--- src/rtl/riscv_pkg.sv ---
// Shared types for the 5-stage RISC-V core: decoder control bundle,
// ALU-op classes and the halt-drain state encoding.
package riscv_pkg;

  localparam logic [2:0] ALU_OP_LDST   = 3'b000;
  localparam logic [2:0] ALU_OP_BRANCH = 3'b001;
  localparam logic [2:0] ALU_OP_RTYPE  = 3'b010;
  localparam logic [2:0] ALU_OP_ITYPE  = 3'b011;
  localparam logic [2:0] ALU_OP_LUI    = 3'b100;

  typedef struct packed {
    logic       alu_src;
    logic       mem_to_reg;
    logic       reg_write;
    logic       mem_read;
    logic       mem_write;
    logic [2:0] alu_op;
    logic       branch;
    logic [1:0] jal_type;
    logic       halt;
  } ctrl_t;

  localparam ctrl_t CTRL_BUBBLE = '0;

  typedef enum logic [1:0] {
    RUN    = 2'd0,
    DRAIN  = 2'd1,
    HALTED = 2'd2
  } halt_state_t;

endpackage

--- src/rtl/halt_drain_fsm.sv ---
// Halt-drain sequencer: after a halt is captured into EX, freezes the front
// end, bubbles EX for DRAIN_CYCLES edges so older work retires, then halts.
module halt_drain_fsm
  import riscv_pkg::*;
#(
  parameter int DRAIN_CYCLES = 3
) (
  input  logic clk,
  input  logic reset_ni,
  input  logic capture_i,
  output logic freeze_o,
  output logic halted_o,
  output logic bubble_o
);

  localparam logic [3:0] DRAIN_LAST = 4'(DRAIN_CYCLES - 1);

  halt_state_t state_q, state_d;
  logic [3:0]  cnt_q, cnt_d;

  always_ff @(posedge clk) begin
    if (!reset_ni) begin
      state_q <= RUN;
      cnt_q   <= '0;
    end else begin
      state_q <= state_d;
      cnt_q   <= cnt_d;
    end
  end

  always_comb begin
    state_d = state_q;
    cnt_d   = cnt_q;
    case (state_q)
      RUN: begin
        if (capture_i) begin
          state_d = DRAIN;
          cnt_d   = DRAIN_LAST;
        end
      end
      DRAIN: begin
        if (cnt_q == 4'd0) state_d = HALTED;
        else               cnt_d   = cnt_q - 4'd1;
      end
      HALTED:  state_d = HALTED;
      default: state_d = RUN;
    endcase
  end

  always_comb begin
    freeze_o = (state_q != RUN);
    halted_o = (state_q == HALTED);
    bubble_o = (state_q != RUN);
  end

endmodule

--- src/rtl/id_ex_stage_reg.sv ---
// ID/EX pipeline register with stall/flush handling and halt detection.
// Define HALT_DRAIN_EN to build the halt-drain FSM; otherwise halted is a sticky flop.
module id_ex_stage_reg
  import riscv_pkg::*;
#(
  parameter int DATA_WIDTH   = 32,
  parameter int DRAIN_CYCLES = 3
) (
  input  logic                  clk,
  input  logic                  reset,
  input  logic                  id_valid,
  input  logic                  stall,
  input  logic                  flush,
  input  logic                  id_alu_src,
  input  logic                  id_mem_to_reg,
  input  logic                  id_reg_write,
  input  logic                  id_mem_read,
  input  logic                  id_mem_write,
  input  logic                  id_branch,
  input  logic                  id_halt,
  input  logic [2:0]            id_alu_op,
  input  logic [1:0]            id_jal_type,
  input  logic [DATA_WIDTH-1:0] id_pc,
  input  logic [DATA_WIDTH-1:0] id_rd1,
  input  logic [DATA_WIDTH-1:0] id_rd2,
  input  logic [DATA_WIDTH-1:0] id_imm,
  input  logic [4:0]            id_rs1,
  input  logic [4:0]            id_rs2,
  input  logic [4:0]            id_rd,
  input  logic [2:0]            id_funct3,
  input  logic [6:0]            id_funct7,
  output logic                  ex_alu_src,
  output logic                  ex_mem_to_reg,
  output logic                  ex_reg_write,
  output logic                  ex_mem_read,
  output logic                  ex_mem_write,
  output logic                  ex_branch,
  output logic                  ex_halt,
  output logic [2:0]            ex_alu_op,
  output logic [1:0]            ex_jal_type,
  output logic [DATA_WIDTH-1:0] ex_pc,
  output logic [DATA_WIDTH-1:0] ex_rd1,
  output logic [DATA_WIDTH-1:0] ex_rd2,
  output logic [DATA_WIDTH-1:0] ex_imm,
  output logic [4:0]            ex_rs1,
  output logic [4:0]            ex_rs2,
  output logic [4:0]            ex_rd,
  output logic [2:0]            ex_funct3,
  output logic [6:0]            ex_funct7,
  output logic                  ex_valid,
  output logic                  freeze,
  output logic                  halted
);

  ctrl_t                 ctrl_q, ctrl_d, ctrl_in;
  logic                  valid_q, valid_d;
  logic [DATA_WIDTH-1:0] pc_q, pc_d, rd1_q, rd1_d, rd2_q, rd2_d, imm_q, imm_d;
  logic [4:0]            rs1_q, rs1_d, rs2_q, rs2_d, rd_q, rd_d;
  logic [2:0]            funct3_q, funct3_d;
  logic [6:0]            funct7_q, funct7_d;
  logic                  fsm_bubble;

  always_comb begin
    ctrl_in = '{alu_src:    id_alu_src,
                mem_to_reg: id_mem_to_reg,
                reg_write:  id_reg_write,
                mem_read:   id_mem_read,
                mem_write:  id_mem_write,
                alu_op:     id_alu_op,
                branch:     id_branch,
                jal_type:   id_jal_type,
                halt:       id_halt};
  end

`ifdef HALT_DRAIN_EN
  logic halt_capture;

  // Only a halt that actually loads (not flushed, not stalled) starts the drain.
  assign halt_capture = id_valid & id_halt & ~flush & ~stall;

  halt_drain_fsm #(
    .DRAIN_CYCLES(DRAIN_CYCLES)
  ) u_halt_drain_fsm (
    .clk      (clk),
    .reset_ni (reset),
    .capture_i(halt_capture),
    .freeze_o (freeze),
    .halted_o (halted),
    .bubble_o (fsm_bubble)
  );
`else
  logic halted_q, halted_d;

  assign fsm_bubble = 1'b0;
  assign halted_d   = halted_q | (valid_q & ctrl_q.halt);

  always_ff @(posedge clk) begin
    if (!reset) halted_q <= 1'b0;
    else        halted_q <= halted_d;
  end

  assign halted = halted_q;
  assign freeze = halted_q;
`endif

  always_comb begin
    ctrl_d   = ctrl_q;
    valid_d  = valid_q;
    pc_d     = pc_q;
    rd1_d    = rd1_q;
    rd2_d    = rd2_q;
    imm_d    = imm_q;
    rs1_d    = rs1_q;
    rs2_d    = rs2_q;
    rd_d     = rd_q;
    funct3_d = funct3_q;
    funct7_d = funct7_q;
    if (fsm_bubble || flush) begin
      ctrl_d   = CTRL_BUBBLE;
      valid_d  = 1'b0;
      pc_d     = '0;
      rd1_d    = '0;
      rd2_d    = '0;
      imm_d    = '0;
      rs1_d    = '0;
      rs2_d    = '0;
      rd_d     = '0;
      funct3_d = '0;
      funct7_d = '0;
    end else if (!stall) begin
      // Controls of a non-instruction are squashed; data passes through.
      ctrl_d   = id_valid ? ctrl_in : CTRL_BUBBLE;
      valid_d  = id_valid;
      pc_d     = id_pc;
      rd1_d    = id_rd1;
      rd2_d    = id_rd2;
      imm_d    = id_imm;
      rs1_d    = id_rs1;
      rs2_d    = id_rs2;
      rd_d     = id_rd;
      funct3_d = id_funct3;
      funct7_d = id_funct7;
    end
  end

  always_ff @(posedge clk) begin
    if (!reset) begin
      ctrl_q   <= CTRL_BUBBLE;
      valid_q  <= 1'b0;
      pc_q     <= '0;
      rd1_q    <= '0;
      rd2_q    <= '0;
      imm_q    <= '0;
      rs1_q    <= '0;
      rs2_q    <= '0;
      rd_q     <= '0;
      funct3_q <= '0;
      funct7_q <= '0;
    end else begin
      ctrl_q   <= ctrl_d;
      valid_q  <= valid_d;
      pc_q     <= pc_d;
      rd1_q    <= rd1_d;
      rd2_q    <= rd2_d;
      imm_q    <= imm_d;
      rs1_q    <= rs1_d;
      rs2_q    <= rs2_d;
      rd_q     <= rd_d;
      funct3_q <= funct3_d;
      funct7_q <= funct7_d;
    end
  end

  assign ex_alu_src    = ctrl_q.alu_src;
  assign ex_mem_to_reg = ctrl_q.mem_to_reg;
  assign ex_reg_write  = ctrl_q.reg_write;
  assign ex_mem_read   = ctrl_q.mem_read;
  assign ex_mem_write  = ctrl_q.mem_write;
  assign ex_branch     = ctrl_q.branch;
  assign ex_halt       = ctrl_q.halt;
  assign ex_alu_op     = ctrl_q.alu_op;
  assign ex_jal_type   = ctrl_q.jal_type;
  assign ex_valid      = valid_q;
  assign ex_pc         = pc_q;
  assign ex_rd1        = rd1_q;
  assign ex_rd2        = rd2_q;
  assign ex_imm        = imm_q;
  assign ex_rs1        = rs1_q;
  assign ex_rs2        = rs2_q;
  assign ex_rd         = rd_q;
  assign ex_funct3     = funct3_q;
  assign ex_funct7     = funct7_q;

endmodule

--- config.mk ---
export PLATFORM = sky130hd
export DESIGN_NAME = id_ex_stage_reg
export DESIGN_NICKNAME = d
export VERILOG_FILES = /design/src/rtl/riscv_pkg.sv /design/src/rtl/halt_drain_fsm.sv /design/src/rtl/id_ex_stage_reg.sv
export SDC_FILE = /design/constraint.sdc
export NUM_CORES = 1
export LEC_CHECK = 0
export ABC_AREA = 1
export ABC_CLOCK_PERIOD_IN_PS = 1150
export BUFFER_PORTS_ARGS = -buffer_cell sky130_fd_sc_hd__buf_2
export CAP_MARGIN = 25
export CORE_AREA = 2 2 130 132
export CTS_BUF_LIST = sky130_fd_sc_hd__clkbuf_16
export CTS_CLUSTER_SIZE = 10
export DETAILED_ROUTE_END_ITERATION = 10
export DIE_AREA = 0 0 132 134
export GPL_ROUTABILITY_DRIVEN = 0
export PLACE_DENSITY = 0.68
export SLEW_MARGIN = 10
export SYNTH_ARGS = -nofsm -noshare
export SYNTH_HDL_FRONTEND = slang
export SYNTH_HIERARCHICAL = 1
export SYNTH_SLANG_ARGS = --single-unit
--- constraint.sdc ---
create_clock -name clk -period 1.15 [get_ports clk]
set_input_delay 0.0575 -clock clk [delete_from_list [all_inputs] [get_ports clk]]
set_output_delay 0.0575 -clock clk [all_outputs]
set_load 0.02 [all_outputs]
==> results.py, run 1 <==
metrics = {
    "outcome": {
        "status": "finished clean",
    },
    "drt": {
        "drt-pass1-iter-count": 5,
        "post_drt_wl_per_cell_um": 14.3,
        "postRouteAntennaNets": 0,
        "vias": 6621,
        "dr.first_iter.drc_count": 354,
        "wirelength_mm": 20.5,
        "viasPerCell": 4.61,
        "drc_errors": 0,
    },
    "synth": {
        "syn_area_per_cell_um2": 8.16,
        "yosys.area.top_type": "dfxtp_1",
        "yosysWarnings": 6,
        "synthTopCellsByCount": "nand2_1 (311), dfxtp_1 (167), a21oi_1 (157)",
        "ys_top_cells_by_area": "dfxtp_1 (56%), nand2_1 (20%), a21oi_1 (13%), buf_6 (3.0%), buf_2 (2.6%)",
        "synth_ff_type": "dfxtp_1",
        "yosys.area.top_type_share_pct": 56.3,
        "synth_edf_count": 0,
        "synthMostInstantiatedCell": "nand2_1",
        "ys_seq_elements": 167,
        "syn_inst": 728,
        "synth_nets": 898,
        "ys_seq_area_share_pct": 56.3,
        "netlist_area_um2": 5940,
        "async_reset_ff_share_pct": 0,
        "yosysUniqueCellTypes": 14,
    },
    "clock_network": {
        "cts_resized": 0,
        "cts_max_level": 4,
        "root_buffer": "clkbuf_16",
        "clockBufferDepth": 2,
        "cts_buffers": 17,
        "insertion_delay_ns": 0.41,
        "cts_tree": "built",
        "hold_buffers": 166,
        "cts_sinks": 167,
        "cts_setup_buffers": 0,
        "clk_pin_slew_ns": 0.07,
    },
    "global_routing": {
        "track_usage_pct": 22.7,
        "antenna_found_initial": 0,
        "grt_max_degree": 88,
        "grt_pass1_wl_mm": 32.9,
        "grt.overflow.total": 0,
        "grt_pass1_vias": 6649,
    },
    "setup_path": {
        "critical_path_depth": 1,
        "critPathMaxFanout": 3,
        "reg2reg_depth": 2,
        "worstPathRequired_ns": 1.09,
        "arrival_ns": 1.00,
        "crit_chain": "buf_2",
        "crit_buf_inv": 1,
        "cp_top_family": "flip-flops",
        "crit_slowest_cell": "dfxtp_1",
        "cp-end-kind": "output pin",
        "cp-start-kind": "flop",
        "cp_slowest_stage_delay_ns": 0.38,
        "crit_type": "flop to output pin",
    },
    "floorplan": {
        "start_util_pct": 36.5,
        "dieArea_um2": 17700,
        "pin_count": 338,
        "placementRows": 47,
        "die_x_um": 132,
        "core_area_um2": 16300,
        "die_y_um": 134,
    },
    "finish": {
        "area.growth.synth_to_final_pct": 66.7,
        "post-route-util_pct": 60.8,
        "drive_gt1_share_pct": 32.8,
        "final_nets": 1373,
        "n_antenna_cell": 0,
        "multiInputGateArea_um2": 2170,
        "ff_latch_area_um2": 3340,
        "fin_area_um2": 9900,
        "fill_cells": 1340,
    },
    "sta": {
        "max_freq_mhz": 948,
        "finalSetupViolations": 0,
        "hold-worst-slack_ns": 0.0381,
        "rsz0062_at_grt": "false",
        "skew_ns": 0.000742,
        "tns_ns": 0,
        "slew_viol_final": 0,
        "hold_viol_final": 0,
        "tightest_slew_ns": 0.406,
        "period_minus_slack_ns": 1.05,
        "max_slew_margin_pct": 72.9,
        "period_share_pct": 91.7,
    },
    "min_path": {
        "holdPathStages": 3,
        "hold_path.class": "input pin to flop",
    },
    "job": {
        "max-cap-violations": 0,
    },
    "placed_design": {
        "dpl_cell_area_um2": 7660,
        "hpwlAfterDp_mm": 12.2,
        "io_buffers": 337,
    },
    "power": {
        "finalPower_mw": 13.5,
        "max-vdd-ir-drop_uv": 925,
        "p_leak_nw": 4.63,
        "power.density_nw_per_um2": 1370,
    },
}
## cells by family (layout without fill, tap and decap cells)
family                 count (synthesis)  count (layout)  synth area share [%]
AND/OR/NAND/NOR                      334             334                  21.8
AO/OA/AOI/OAI                        167             167                  14.7
buffers and inverters                 60             548                  7.21
flip-flops                           167             167                  56.3
## layout by cell type, fill, tap and decap left out
master	instances
dfxtp_1	167
clkinv_4	4
nand2_4	1
inv_4	1
buf_12	7
clkinv_2	2
bufinv_16	2
dlygate4sd3_1	166
clkbuf_16	17
inv_6	3
nand2_2	10
a21oi_1	157
buf_4	4
clkinv_1	1
buf_2	336
nand3_1	12
inv_1	3
nand2_1	310
nor2_1	1
clkinvlp_4	2
a21oi_2	10
## cell type report
class                      count  area share, %
timing repair buffer         513           35.5
sequential                   167           33.8
multi-input combinational    501           22.0
clock buffer                  17           4.30
tap                          220           2.78
clock inverter                15           1.55
inverter                       3          0.139
## report_power, final
part           switching, mW  internal [mW]
Clock                   2.44           3.21
Combinational          0.933          0.887
Sequential            0.0894           5.96
## metal layers
layer	track usage [%]	part of all wire [%]	vias up
li1	-	-	3279
met1	26.9	41	2996
met2	38.8	48	304
met3	6.92	8.4	42
met4	8.51	2.4	0
met5	0	0	-
## worst paths after layout
check / from / to / slack (ns)
worst max-delay path: freeze / freeze / 0.1
worst min-delay path: id_valid / ex_valid / 0.04
worst max register to register: ex_pc[24] / ex_pc[24] / 0.43
worst min register to register: ex_imm[26] / ex_imm[26] / 0.46
## metrics by stage
step | worst slack (ns) | instances
after detailed placement | 0.165 | 1238
after global placement | 0.207 | 1238
final | 0.0956 | 1436
after floorplan | 0.392 | 728
after CTS | 0.0732 | 1436
after global routing | 0.0386 | 1436
No activity file was read; power rests on OpenSTA's default activity.
==> inputs of run 2 (changes only) <==
--- a/config.mk
+++ b/config.mk
@@ -7,7 +7,7 @@
 export LEC_CHECK = 0
 export ABC_AREA = 1
 export ABC_CLOCK_PERIOD_IN_PS = 1150
-export BUFFER_PORTS_ARGS = -buffer_cell sky130_fd_sc_hd__buf_2
+export BUFFER_PORTS_ARGS = -buffer_cell sky130_fd_sc_hd__buf_4
 export CAP_MARGIN = 25
 export CORE_AREA = 2 2 130 132
 export CTS_BUF_LIST = sky130_fd_sc_hd__clkbuf_16
==> run 2 against run 1 <==
Against the previous run:
- count of clock-buffer cells in the layout unchanged
- global-route usage rose by 0.71 points
- maximum frequency fell by 7.3%
- via count up 1.9%
- total power grew 0.90%
- design area is 10% higher
- critical path type is now input pin to flop
- largest cell class unchanged
==> results.py, run 2 (synthesized netlist as in run 1, its figures left out) <==
metrics = {
    "outcome": {
        "status": "finished clean",
    },
    "placed_design": {
        "dpl_cell_area_um2": 8570,
        "dpl.cell_count": 1241,
        "io_buffers": 337,
        "hpwlAfterDp_mm": 13.2,
    },
    "drt": {
        "postRouteAntennaNets": 0,
        "post_drt_wl_per_cell_um": 14.7,
        "dr.first_iter.drc_count": 318,
        "vias": 6747,
        "drt-pass1-iter-count": 5,
        "viasPerCell": 4.65,
        "drc_errors": 0,
        "wirelength_mm": 21.4,
    },
    "setup_path": {
        "crit_chain": "dlygate4sd3_1 > buf_4 > nand3_1 > dlygate4sd3_1 > a21oi_1",
        "cp-start-kind": "input pin",
        "worstPathRequired_ns": 1.45,
        "r2r-start": "ex_funct7[6]",
        "critPathLaunch": "id_jal_type[1]",
        "endpoint": "ex_jal_type[1]",
        "critPathMostFrequentCell": "dlygate4sd3_1",
        "crit_slowest_cell": "dlygate4sd3_1",
        "arrival_ns": 1.43,
        "cp-end-kind": "flop",
        "r2r_end": "ex_funct7[6]",
        "crit_type": "input pin to flop",
        "cp_slowest_stage_delay_ns": 0.57,
        "critPathMaxFanout": 1,
        "rrSetupSlack_ns": 0.44,
        "reg2reg_depth": 2,
    },
    "finish": {
        "drive_gt1_share_pct": 32.6,
        "layout_commonest_cell": "buf_4",
        "fill_cells": 1240,
        "area.growth.synth_to_final_pct": 83.8,
        "final_nets": 1388,
        "n_antenna_cell": 0,
        "layout_common_cells": "buf_4 (339), nand2_1 (310), dlygate4sd3_1 (178)",
        "fin_cells": 1451,
        "multiInputGateArea_um2": 2180,
        "fin_area_um2": 10900,
        "ff_latch_area_um2": 3340,
    },
    "clock_network": {
        "insertion_delay_ns": 0.42,
        "cts_tree": "built",
        "root_buffer": "clkbuf_16",
        "clk_pin_slew_ns": 0.06,
        "clockBufferDepth": 2,
        "cts_max_level": 4,
        "cts_buffers": 17,
        "cts_setup_buffers": 0,
        "cts_sinks": 167,
    },
    "power": {
        "internal_power_mw": 10.1,
        "seqPwrFrac_pct": 44.4,
        "power.density_nw_per_um2": 1250,
        "finalPower_mw": 13.6,
        "swShare_pct": 25.7,
        "p_leak_nw": 4.82,
        "pwr-share-comb_pct": 15.8,
        "max-vdd-ir-drop_uv": 1070,
        "power.switching_mw": 3.50,
        "p_clk_share_pct": 39.8,
    },
    "sta": {
        "slew_viol_final": 0,
        "hold_viol_final": 0,
        "tightest_slew_ns": 0.497,
        "tns_ns": 0,
        "rsz0062_at_grt": "false",
        "max_freq_mhz": 879,
        "period_minus_slack_ns": 1.14,
        "period_share_pct": 98.9,
        "max_slew_margin_pct": 66.9,
        "skew_ns": 0.00706,
        "finalSetupViolations": 0,
    },
    "floorplan": {
        "placementRows": 47,
        "die_y_um": 134,
        "dieArea_um2": 17700,
        "die_x_um": 132,
        "pin_count": 338,
        "start_util_pct": 36.5,
        "core_area_um2": 16300,
    },
    "min_path": {
        "hold_path.class": "input pin to flop",
    },
    "global_routing": {
        "grt_pass1_wl_mm": 33.6,
        "track_usage_pct": 23.4,
        "grt_max_degree": 110,
        "grt_pass1_vias": 6651,
        "antenna_found_initial": 0,
        "grt.overflow.total": 0,
    },
    "job": {
        "max-cap-violations": 0,
    },
}
==> run 2: cell count changes in the layout (fill, tap and decap cells not counted), moves of 2 or more <==
cell	before	now
buf_4	4	339
clkinv_4	4	2
dlygate4sd3_1	166	178
buf_2	336	0
clkinvlp_4	2	4
buf_12	7	11
clkinv_2	2	0
==> run 2: critical path: cells and delay by family <==
family	cells	cell delay (ns)
AO/OA/AOI/OAI	1	0.06
buffers and inverters	3	1.24
AND/OR/NAND/NOR	1	0.08
==> run 2: what timing repair did <==
| action | in CTS | in global routing |
|---|---|---|
| setup endpoints to repair | 0 | 1 |
| resized for setup | 0 | 1 |
| hold buffers | 178 | 0 |
| hold endpoints to repair | 167 | 0 |
==> run 2: how the worst min path moves through the flow <==
stage                         to  startpoint  cells past startpoint  slack, ns
floorplan                 freeze       reset                      2       0.17
global placement      ex_rd1[24]  id_rd1[24]                      3       0.31
detailed placement     ex_imm[7]   id_imm[7]                      3       0.31
CTS                 ex_alu_op[2]    id_valid                      3     0.0004
global route        ex_alu_op[2]    id_valid                      3      0.002
finish              ex_alu_op[2]    id_valid                      3       0.02
==> run 2: metrics by stage <==
step / utilization [%] / setup slack, ns / hold WS [ns]
after global placement: 52.6 / 0.204 / 0.308
after CTS: 67.0 / 0.0682 / 0.000361
after global routing: 67.0 / 0.0127 / 0.00241
after floorplan: - / 0.392 / 0.170
final: 67.0 / 0.0126 / 0.0160
after detailed placement: 52.6 / 0.176 / 0.314
==> run 2: layer usage <==
layer	global-route usage, %	wire length, um
met1	27.5	8640
met2	40.5	10500
met3	7.07	1700
met4	8.64	495
met5	0	0
==> run 2: layout make-up <==
cell class              count  area share (%)
repair buffers            528            41.7
flip-flops and latches    167            30.6
multi-input cells         501            20.0
clock buffers              17            3.90
well taps                 220            2.52
clock inverters            15            1.19
inverters                   3           0.126
==> run 2: power groups by stage <==
stage | combinational, mW | sequential (mW) | clock [mW]
after floorplan | 0.567 | 6.39 | 0
after global placement | 1.63 | 6.18 | 0
after detailed placement | 1.64 | 6.18 | 0
after CTS | 2.13 | 6.05 | 5.56
after global routing | 2.31 | 6.07 | 5.80
final | 2.16 | 6.06 | 5.43
==> inputs of run 3 (changes only) <==
--- a/config.mk
+++ b/config.mk
@@ -5,8 +5,7 @@
 export SDC_FILE = /design/constraint.sdc
 export NUM_CORES = 1
 export LEC_CHECK = 0
-export ABC_AREA = 1
-export ABC_CLOCK_PERIOD_IN_PS = 1150
+export ABC_CLOCK_PERIOD_IN_PS = 900
 export BUFFER_PORTS_ARGS = -buffer_cell sky130_fd_sc_hd__buf_4
 export CAP_MARGIN = 25
 export CORE_AREA = 2 2 130 132
@@ -15,7 +14,7 @@
 export DETAILED_ROUTE_END_ITERATION = 10
 export DIE_AREA = 0 0 132 134
 export GPL_ROUTABILITY_DRIVEN = 0
-export PLACE_DENSITY = 0.68
+export PLACE_DENSITY = 0.71
 export SLEW_MARGIN = 10
 export SYNTH_ARGS = -nofsm -noshare
 export SYNTH_HDL_FRONTEND = slang
==> constraint.sdc (replaced) <==
create_clock -name clk -period 0.9 [get_ports clk]
set_input_delay 0.045 -clock clk [delete_from_list [all_inputs] [get_ports clk]]
set_output_delay 0.045 -clock clk [all_outputs]
set_load 0.02 [all_outputs]
==> run 3 against run 2 <==
Against the previous run:
- the flow now finishes with violations (negative setup slack)
- largest power group unchanged
- sequential share of layout area decreased by 1.7 points
- critical path depth decreased by 4
- largest cell class unchanged
- first-iteration DRC count decreased by 40%
==> results.py, run 3 <==
metrics = {
    "outcome": {
        "status": "finished with violations",
        "violations": "negative setup slack",
    },
    "floorplan": {
        "start_util_pct": 36.8,
        "core_area_um2": 16300,
        "dieArea_um2": 17700,
        "placementRows": 47,
        "die_y_um": 134,
        "pin_count": 338,
        "die_x_um": 132,
    },
    "synth": {
        "syn_inst": 554,
        "synthMuxAreaShare_pct": 25.7,
        "synth_xor_area_share_pct": 0,
        "ys_top_cells_by_area": "dfxtp_1 (56%), mux2i_1 (26%), nor2_1 (9.6%), buf_8 (2.8%), nand3b_1 (1.5%)",
        "synth_edf_count": 0,
        "synthAdderAreaFrac_pct": 0,
        "synthSimpleGateAreaFrac_pct": 12.1,
        "yosys.area.top_type": "dfxtp_1",
        "async_reset_ff_share_pct": 0,
        "synth_compound_area_share_pct": 1.09,
        "synth_top_family_by_area": "multiplexers",
        "yosysUniqueCellTypes": 14,
        "syn_area_per_cell_um2": 10.8,
        "yosys.area.top_type_share_pct": 55.8,
        "synthTopCellsByCount": "dfxtp_1 (167), mux2i_1 (154), nor2_1 (154)",
        "ys_seq_elements": 167,
        "netlist_area_um2": 6000,
        "yosysWarnings": 6,
        "synth_ff_type": "dfxtp_1",
        "ys_seq_area_share_pct": 55.8,
        "synth_nets": 724,
        "synthMostInstantiatedCell": "dfxtp_1",
    },
    "power": {
        "swShare_pct": 25.9,
        "p_clk_share_pct": 39.0,
        "pwr-share-comb_pct": 17.9,
        "finalPower_mw": 18.2,
        "max-vdd-ir-drop_uv": 1220,
        "internal_power_mw": 13.5,
        "seqPwrFrac_pct": 43.1,
        "p_leak_nw": 5.82,
        "power.density_nw_per_um2": 1480,
        "power.switching_mw": 4.72,
    },
    "sta": {
        "max_slew_margin_pct": 81.3,
        "period_share_pct": 107,
        "postLayoutSetupSlackWorst_ns": -0.0611,
        "max_freq_mhz": 1040,
        "period_minus_slack_ns": 0.961,
        "hold-worst-slack_ns": 0.0790,
        "tightest_slew_ns": 0.281,
        "finalSetupViolations": 168,
        "rsz0062_at_grt": "true",
        "hold_viol_final": 0,
        "tns_ns": -3.81,
        "slew_viol_final": 0,
        "skew_ns": 0.00639,
    },
    "drt": {
        "postRouteAntennaNets": 0,
        "wirelength_mm": 23.3,
        "viasPerCell": 4.64,
        "vias": 6219,
        "drt-pass1-iter-count": 5,
        "post_drt_wl_per_cell_um": 17.4,
        "dr.first_iter.drc_count": 191,
        "drc_errors": 0,
    },
    "global_routing": {
        "top_usage_layer": "met2",
        "grt.overflow.total": 0,
        "grt_pass1_wl_mm": 34.7,
        "grt_use_met2_pct": 47.3,
        "grt_max_degree": 25,
        "track_usage_pct": 24.9,
        "gr-usage-met3_pct": 6.99,
        "met1_usage_pct": 24.4,
        "grt_pass1_vias": 6817,
        "antenna_found_initial": 1,
    },
    "setup_path": {
        "r2r-start": "ex_rd2[9]",
        "worstPathRequired_ns": 0.85,
        "crit_slowest_cell": "dfxtp_2",
        "crit_buf_inv": 1,
        "cp-end-kind": "output pin",
        "critPathLaunch": "ex_imm[7]",
        "arrival_ns": 0.92,
        "cp-start-kind": "flop",
        "crit_type": "flop to output pin",
        "critPathMaxFanout": 2,
        "crit_chain": "buf_6",
        "cp_top_family": "flip-flops",
        "cp_slowest_stage_delay_ns": 0.37,
    },
    "clock_network": {
        "root_buffer": "clkbuf_16",
        "clockBufferDepth": 2,
        "clk_pin_slew_ns": 0.07,
        "cts_tree": "built",
        "cts_max_level": 4,
        "cts_buffers": 17,
        "insertion_delay_ns": 0.42,
        "cts_sinks": 167,
    },
    "finish": {
        "layout_commonest_cell": "buf_4",
        "post-route-util_pct": 75.4,
        "drive_gt1_share_pct": 54.0,
        "fill_cells": 932,
        "layout_common_cells": "buf_4 (222), dfxtp_2 (167), dlygate4sd3_1 (167)",
        "fin_cells": 1339,
        "final_nets": 1275,
        "area.growth.synth_to_final_pct": 105,
        "fin_area_um2": 12300,
    },
    "min_path": {
        "hold_path.class": "input pin to flop",
        "hold_path.startpoint": "reset",
    },
    "placed_design": {
        "dpl_cell_area_um2": 8950,
        "io_buffers": 337,
        "dpl.cell_count": 1105,
        "pre_cts_ws_ns": -0.0689,
        "hpwlAfterDp_mm": 12.5,
    },
    "job": {
        "max-cap-violations": 0,
    },
}
-- run 3: cell count changes after synthesis, moves of 10 or more --
| cell | delta |
|---|---|
| nand3b_1 | +12 |
| nand2_1 | -299 |
| nand3_1 | -12 |
| a21oi_1 | -144 |
| buf_8 | +11 |
| nor2_1 | +153 |
| buf_2 | -21 |
| a21oi_2 | -10 |
| buf_6 | -15 |
| nand2_2 | -10 |
| mux2i_1 | +154 |
-- run 3: what timing repair did --
action / in CTS / in global routing
setup buffers: 12 / 22
resized for setup: 333 / 0
endpoints found under the setup margin: 168 / 168
cloned: 0 / 0
hold buffers: 167 / 0
endpoints found under the hold margin: 167 / 0
-- run 3: cell type report --
cell class	instances	area, um^2	share of cell area [%]
Sequential cell	167	3550	28.9
Antenna cell	1	2.50	0.0204
Multi-Input combinational cell	347	2340	19.1
Clock inverter	15	143	1.16
Clock buffer	17	425	3.46
Tap cell	220	275	2.24
Timing Repair Buffer	572	5540	45.1
-- run 3: final timing paths --
check / to / slack (ns) / cells past startpoint
setup / recovery: ex_imm[7] / -0.06 / 1
hold / removal: ex_pc[16] / 0.08 / 4
setup reg to reg: ex_rd2[9] / 0.07 / 3
hold reg to reg: ex_alu_op[0] / 0.46 / 2
-- run 3: cells by family (layout without fill, tap and decap cells) --
group | Yosys count | count (layout)
AOI/OAI and AO/OA | 13 | 13
buffers and inverters | 40 | 604
DFF | 167 | 167
muxes | 154 | 154
other | 0 | 1
and+or+nand+nor | 180 | 180
-- run 3: worst register-to-register path: stages, from the launching register on --
cell	delay, ns
dfxtp_2	0.33
buf_4	0.13
mux2i_1	0.20
nor2_1	0.06
-- run 3: per-layer routing --
layer	vias up	wire length [um]
li1	2946	-
met1	2951	8260
met2	253	12600
met3	69	1400
met4	0	984
met5	-	0
-- run 3: power by group through the flow --
stage / clock network (mW) / registers (mW) / logic, mW
CTS: 7.20 / 7.84 / 3.10
detailed placement: 0 / 7.92 / 2.33
finish: 7.10 / 7.85 / 3.26
global placement: 0 / 7.91 / 2.31
global route: 7.55 / 7.87 / 3.43
floorplan: 0 / 8.19 / 0.847
